<file path="src/rtl/vga_mem_arbiter.sv">
// rtl/vga_mem_arbiter.sv - single-port memory arbiter between a host access buffer and a video fetch stream
// Host accesses are buffered one deep and may be deferred by video for at most HOST_MAX_WAIT cycles.
module vga_mem_arbiter #(
  parameter int ADDR_W        = 16,
  parameter int DATA_W        = 32,
  parameter int HOST_MAX_WAIT = 4
) (
  input  logic              clk,
  input  logic              arst,
  input  logic              host_req_i,
  input  logic              host_we_i,
  input  logic [ADDR_W-1:0] host_addr_i,
  input  logic [DATA_W-1:0] host_wdata_i,
  output logic              host_ready_o,
  output logic              host_rvalid_o,
  output logic [DATA_W-1:0] host_rdata_o,
  input  logic              vid_req_i,
  input  logic [ADDR_W-1:0] vid_addr_i,
  output logic              vid_ack_o,
  output logic              vid_rvalid_o,
  output logic [DATA_W-1:0] vid_rdata_o,
  output logic              mem_en_o,
  output logic              mem_we_o,
  output logic [ADDR_W-1:0] mem_addr_o,
  output logic [DATA_W-1:0] mem_wdata_o,
  input  logic [DATA_W-1:0] mem_rdata_i
);

  localparam logic [3:0] MAX_WAIT = 4'(HOST_MAX_WAIT);

  logic              pend_q, pend_d;
  logic              pend_we_q;
  logic [ADDR_W-1:0] pend_addr_q;
  logic [DATA_W-1:0] pend_wdata_q;
  logic [3:0]        wait_q, wait_d;

  logic              host_gnt;
  logic              vid_gnt;
  logic              host_accept;

  logic              mem_en_q, mem_we_q;
  logic [ADDR_W-1:0] mem_addr_q;
  logic [DATA_W-1:0] mem_wdata_q;

  // Read tags: stage 1 travels with the command, stage 2 lines up with mem_rdata_i.
  logic              rd1_host_q, rd1_vid_q;
  logic              rd2_host_q, rd2_vid_q;
  logic [DATA_W-1:0] host_hold_q, vid_hold_q;

  always_comb begin
    host_gnt    = pend_q && (!vid_req_i || (wait_q == MAX_WAIT));
    vid_gnt     = vid_req_i && !host_gnt;
    host_accept = host_req_i && !pend_q;

    pend_d = pend_q;
    if (host_gnt) begin
      pend_d = 1'b0;
    end
    if (host_accept) begin
      pend_d = 1'b1;
    end

    wait_d = wait_q;
    if (!pend_q || host_gnt) begin
      wait_d = 4'd0;
    end else if (wait_q != MAX_WAIT) begin
      wait_d = wait_q + 4'd1;
    end
  end

  always_ff @(posedge clk or posedge arst) begin
    if (arst) begin
      pend_q       <= 1'b0;
      pend_we_q    <= 1'b0;
      pend_addr_q  <= '0;
      pend_wdata_q <= '0;
      wait_q       <= 4'd0;
    end else begin
      pend_q <= pend_d;
      wait_q <= wait_d;
      if (host_accept) begin
        pend_we_q    <= host_we_i;
        pend_addr_q  <= host_addr_i;
        pend_wdata_q <= host_wdata_i;
      end
    end
  end

  always_ff @(posedge clk or posedge arst) begin
    if (arst) begin
      mem_en_q    <= 1'b0;
      mem_we_q    <= 1'b0;
      mem_addr_q  <= '0;
      mem_wdata_q <= '0;
      rd1_host_q  <= 1'b0;
      rd1_vid_q   <= 1'b0;
      rd2_host_q  <= 1'b0;
      rd2_vid_q   <= 1'b0;
    end else begin
      mem_en_q   <= host_gnt || vid_gnt;
      mem_we_q   <= host_gnt && pend_we_q;
      rd1_host_q <= host_gnt && !pend_we_q;
      rd1_vid_q  <= vid_gnt;
      rd2_host_q <= rd1_host_q;
      rd2_vid_q  <= rd1_vid_q;
      if (host_gnt) begin
        mem_addr_q  <= pend_addr_q;
        mem_wdata_q <= pend_wdata_q;
      end else if (vid_gnt) begin
        mem_addr_q  <= vid_addr_i;
      end
    end
  end

  // Read data is passed through in its strobe cycle and held afterwards.
  always_ff @(posedge clk or posedge arst) begin
    if (arst) begin
      host_hold_q <= '0;
      vid_hold_q  <= '0;
    end else begin
      if (rd2_host_q) begin
        host_hold_q <= mem_rdata_i;
      end
      if (rd2_vid_q) begin
        vid_hold_q <= mem_rdata_i;
      end
    end
  end

  assign host_ready_o  = !pend_q;
  assign vid_ack_o     = vid_gnt;
  assign mem_en_o      = mem_en_q;
  assign mem_we_o      = mem_we_q;
  assign mem_addr_o    = mem_addr_q;
  assign mem_wdata_o   = mem_wdata_q;
  assign host_rvalid_o = rd2_host_q;
  assign vid_rvalid_o  = rd2_vid_q;
  assign host_rdata_o  = rd2_host_q ? mem_rdata_i : host_hold_q;
  assign vid_rdata_o   = rd2_vid_q ? mem_rdata_i : vid_hold_q;

endmodule
</file>
<file path="config.mk">
export PLATFORM = sky130hd
export DESIGN_NAME = vga_mem_arbiter
export DESIGN_NICKNAME = d
export VERILOG_FILES = /design/src/rtl/vga_mem_arbiter.sv
export SDC_FILE = /design/constraint.sdc
export NUM_CORES = 1
export LEC_CHECK = 0
export CAP_MARGIN = 20
export CORE_ASPECT_RATIO = 0.5
export CORE_MARGIN = 2
export CORE_UTILIZATION = 36
export DETAILED_ROUTE_END_ITERATION = 12
export PLACE_DENSITY = 0.65
export SYNTH_ARGS = -nofsm -noshare
export SYNTH_HDL_FRONTEND = slang
export SYNTH_SLANG_ARGS = --single-unit
export TNS_END_PERCENT = 20
</file>
<file path="constraint.sdc">
create_clock -name clk -period 9.95 [get_ports clk]
set_clock_uncertainty 0.1 [all_clocks]
set_input_delay 1.99 -clock clk [delete_from_list [all_inputs] [get_ports clk]]
set_output_delay 1.99 -clock clk [all_outputs]
set_load 0.01 [all_outputs]
</file>
==> run metrics <==
Critical-path top delay cell=clkdlybuf4s50_1; CP delay by family, top=buffers and inverters; Cells after DPL=832; hold path depth=0; die area=0.0191 mm2; row cnt=34; commonest cells after routing, fill and taps aside=clkdlybuf4s50_1 (218), dfrtp_1 (172), mux2_2 (133), and2_1 (17), clkbuf_16 (17); Ys Warns=0; vias in the first global route=4281; Mapped Cells=395; DR iter-0 viols=119; Remaining DRCs=0; Total Wirelength=15000 um; total gr overflow=0; Buf/Inv on CP=3; CTS sink count=172; Vias=3994; initial antenna violation count=0; CTS Buf Count=17; final setup fails=0; Netlist cell types=20; Hold WS=0.249 ns; CTS tree=done; Initial Utilization=0.370; RePlAce Congestion=0.765; HPWL after DPL=10300 um; share of post-route cells with drive strength above 1=0.280; height of the die=98.9 um; XOR/XNOR share of the synthesized area=0.00270; relative slew slack=0.500; Yosys reg bits=172; placeable core area=0.0175 mm2; via-per-instance ratio=4.61; worst skew pair latency=0.42 ns; Crit Path Max Fanout=18; Top Ports=219; GRT Overall Usage=0.163; Area growth syn-to-layout=47.2%; Critical Path, Cell by Cell=clkdlybuf4s50_1 -> o21a_1 -> buf_4 -> clkdlybuf4s50_1; Fin. Hold Viols=0; RSZ-0062 raised after global routing=no; post-cts resize count=0; mux contribution to synthesized area=0.252; sequential area share after synthesis=0.664; post-layout minimum cycle time=5.61 ns; fin. max-slew vios=0; syn avg cell area=16.4 um2; arrival time at the worst endpoint=3.52 ns; hold path startpoint=rd1_host_q$_DFF_PP0_; Post-Layout Cell Count=866; P_leak=3.95 nW; post-synth top area share=0.664; complex-gate fraction of the synthesized area=0.0272; Worst-Margin Slew=0.748 ns; status=finished clean; flop-to-flop setup slack=7.42 ns; drt wl/cell=17.3 um; cts hold-fix bufs=0; clk slew on worst S/H paths=0.07 ns; Antenna diodes=0; H-tree lvl count=4; placed inst area=0.00890 mm2; setup TNS=0 ns; post-CTS setup buffers=0; CP startpoint kind=primary input; nets@finish=722; Post-Synth Adder-Cell Area=0.00386; buffers added on ports=218; Reg2Reg Launch Point=wait_q[0]$_DFFE_PP0P_; crit path kind=primary input to primary output; maximum VDD drop=0.000131 V; Mapped Nets=498; Die X=194 um; clk root buf=clkbuf_16; Synth area leaders=dfrtp_1 (66%), mux2_2 (23%), a221o_1 (2.5%); DRT Pass-1 Iters=4; pin count of the biggest net entering global routing=86; Synth area leader=dfrtp_1; Max Clk Rate=0.178 GHz; Setup crit end kind=primary output; hold endpoint=host_rvalid_o$_DFF_PP0_; Final period util=0.564; worst reg2reg path endpoint=mem_wdata_o[24]$_DFFE_PP0P_; Post-Synth Simple-Gate Area=0.0268; Max Cap Viol=0; PD cells=244 mW/mm2; main combinational cell family by area after synthesis=multiplexers; first-pass GRT wire length=24300 um; clock tree buffer depth=2; Critical Path Max Stage Delay=0.58 ns; Worst Reg-to-Reg Cells=6; commonest non-fill, non-tap cell in the layout=clkdlybuf4s50_1; post-route ant nets=0; crit-path most repeated cell=clkdlybuf4s50_1; post-synthesis cell area=0.00648 mm2; post-route cell area=0.00954 mm2; hold crit path type=register to register; Data required, critical path=7.86 ns
Yosys cell counts:
cell	instances
nand3b_4	1
a21oi_2	1
mux2_1	12
nand2b_1	1
buf_6	2
mux2_2	133
xnor2_1	1
o21a_1	1
dfrtp_1	172
xor2_1	1
and2_1	17
nand3_1	2
a221o_1	16
buf_2	13
clkbuf_1	4
ha_1	2
buf_4	3
inv_1	6
nor2_1	5
nor2b_1	2
state kept, by name (all words and copies together), names as in the netlist, 4 cells and up:
name          flops
pend_addr_q      16
vid_hold_q       32
mem_wdata_o      32
host_hold_q      32
pend_wdata_q     32
wait_q            4
mem_addr_o       16
per-stage QoR:
step                setup WS, ns  power [mW]   util
floorplan                   3.20        1.27      -
global placement            4.34        1.64  0.509
finish                      4.34        2.32  0.545
global route                4.27        2.45  0.545
detailed placement          4.33        1.66  0.509
CTS                         4.33        2.36  0.544
cell families after synthesis:
family | Yosys count
adders and majority gates | 2
DFF | 172
muxes | 145
and+or+nand+nor | 28
buffers and inverters | 28
AOI/OAI and AO/OA | 18
xor gates and xnor gates | 2
area by class of cell:
type,count,area [um2]
Tap cell,234,293
Inverter,6,27.5
Timing Repair Buffer,227,2260
Multi-Input combinational cell,195,2040
Clock inverter,14,180
Fill cell,1459,7950
Sequential cell,172,4300
Clock buffer,18,429
metal layers:
layer	wire, um	vias up	GRT usage
met5	0	-	0
met4	131	0	0.0417
met3	516	10	0.0339
met2	7780	87	0.277
met1	6600	2053	0.214
li1	-	1844	-
worst max path at each step:
| stage | cells after the start | slack, ns | startpoint | to |
|---|---|---|---|---|
| 2_1_floorplan | 1 | 3.20 | arst | host_hold_q[0]$_DFF_PP0_ |
| 3_3_place_gp | 4 | 4.34 | vid_req_i | vid_ack_o |
| 3_5_place_dp | 4 | 4.33 | vid_req_i | vid_ack_o |
| 4_1_cts | 4 | 4.33 | vid_req_i | vid_ack_o |
| 5_1_grt | 4 | 4.27 | vid_req_i | vid_ack_o |
| 6_report | 4 | 4.34 | vid_req_i | vid_ack_o |
power by group:
group,internal [mW],switching (mW)
combinational,0.422,0.258
sequential,0.885,0.0733
clock,0.401,0.286
total,1.71,0.617
worst reg2reg max path, stage by stage, from the launching register on:
cell	delay [ns]
dfrtp_1	0.41
inv_1	0.07
ha_1	0.19
nand3b_4	0.11
a21oi_4	0.62
buf_4	0.52
mux2_2	0.40
No activity file was read; power rests on OpenSTA's default activity.
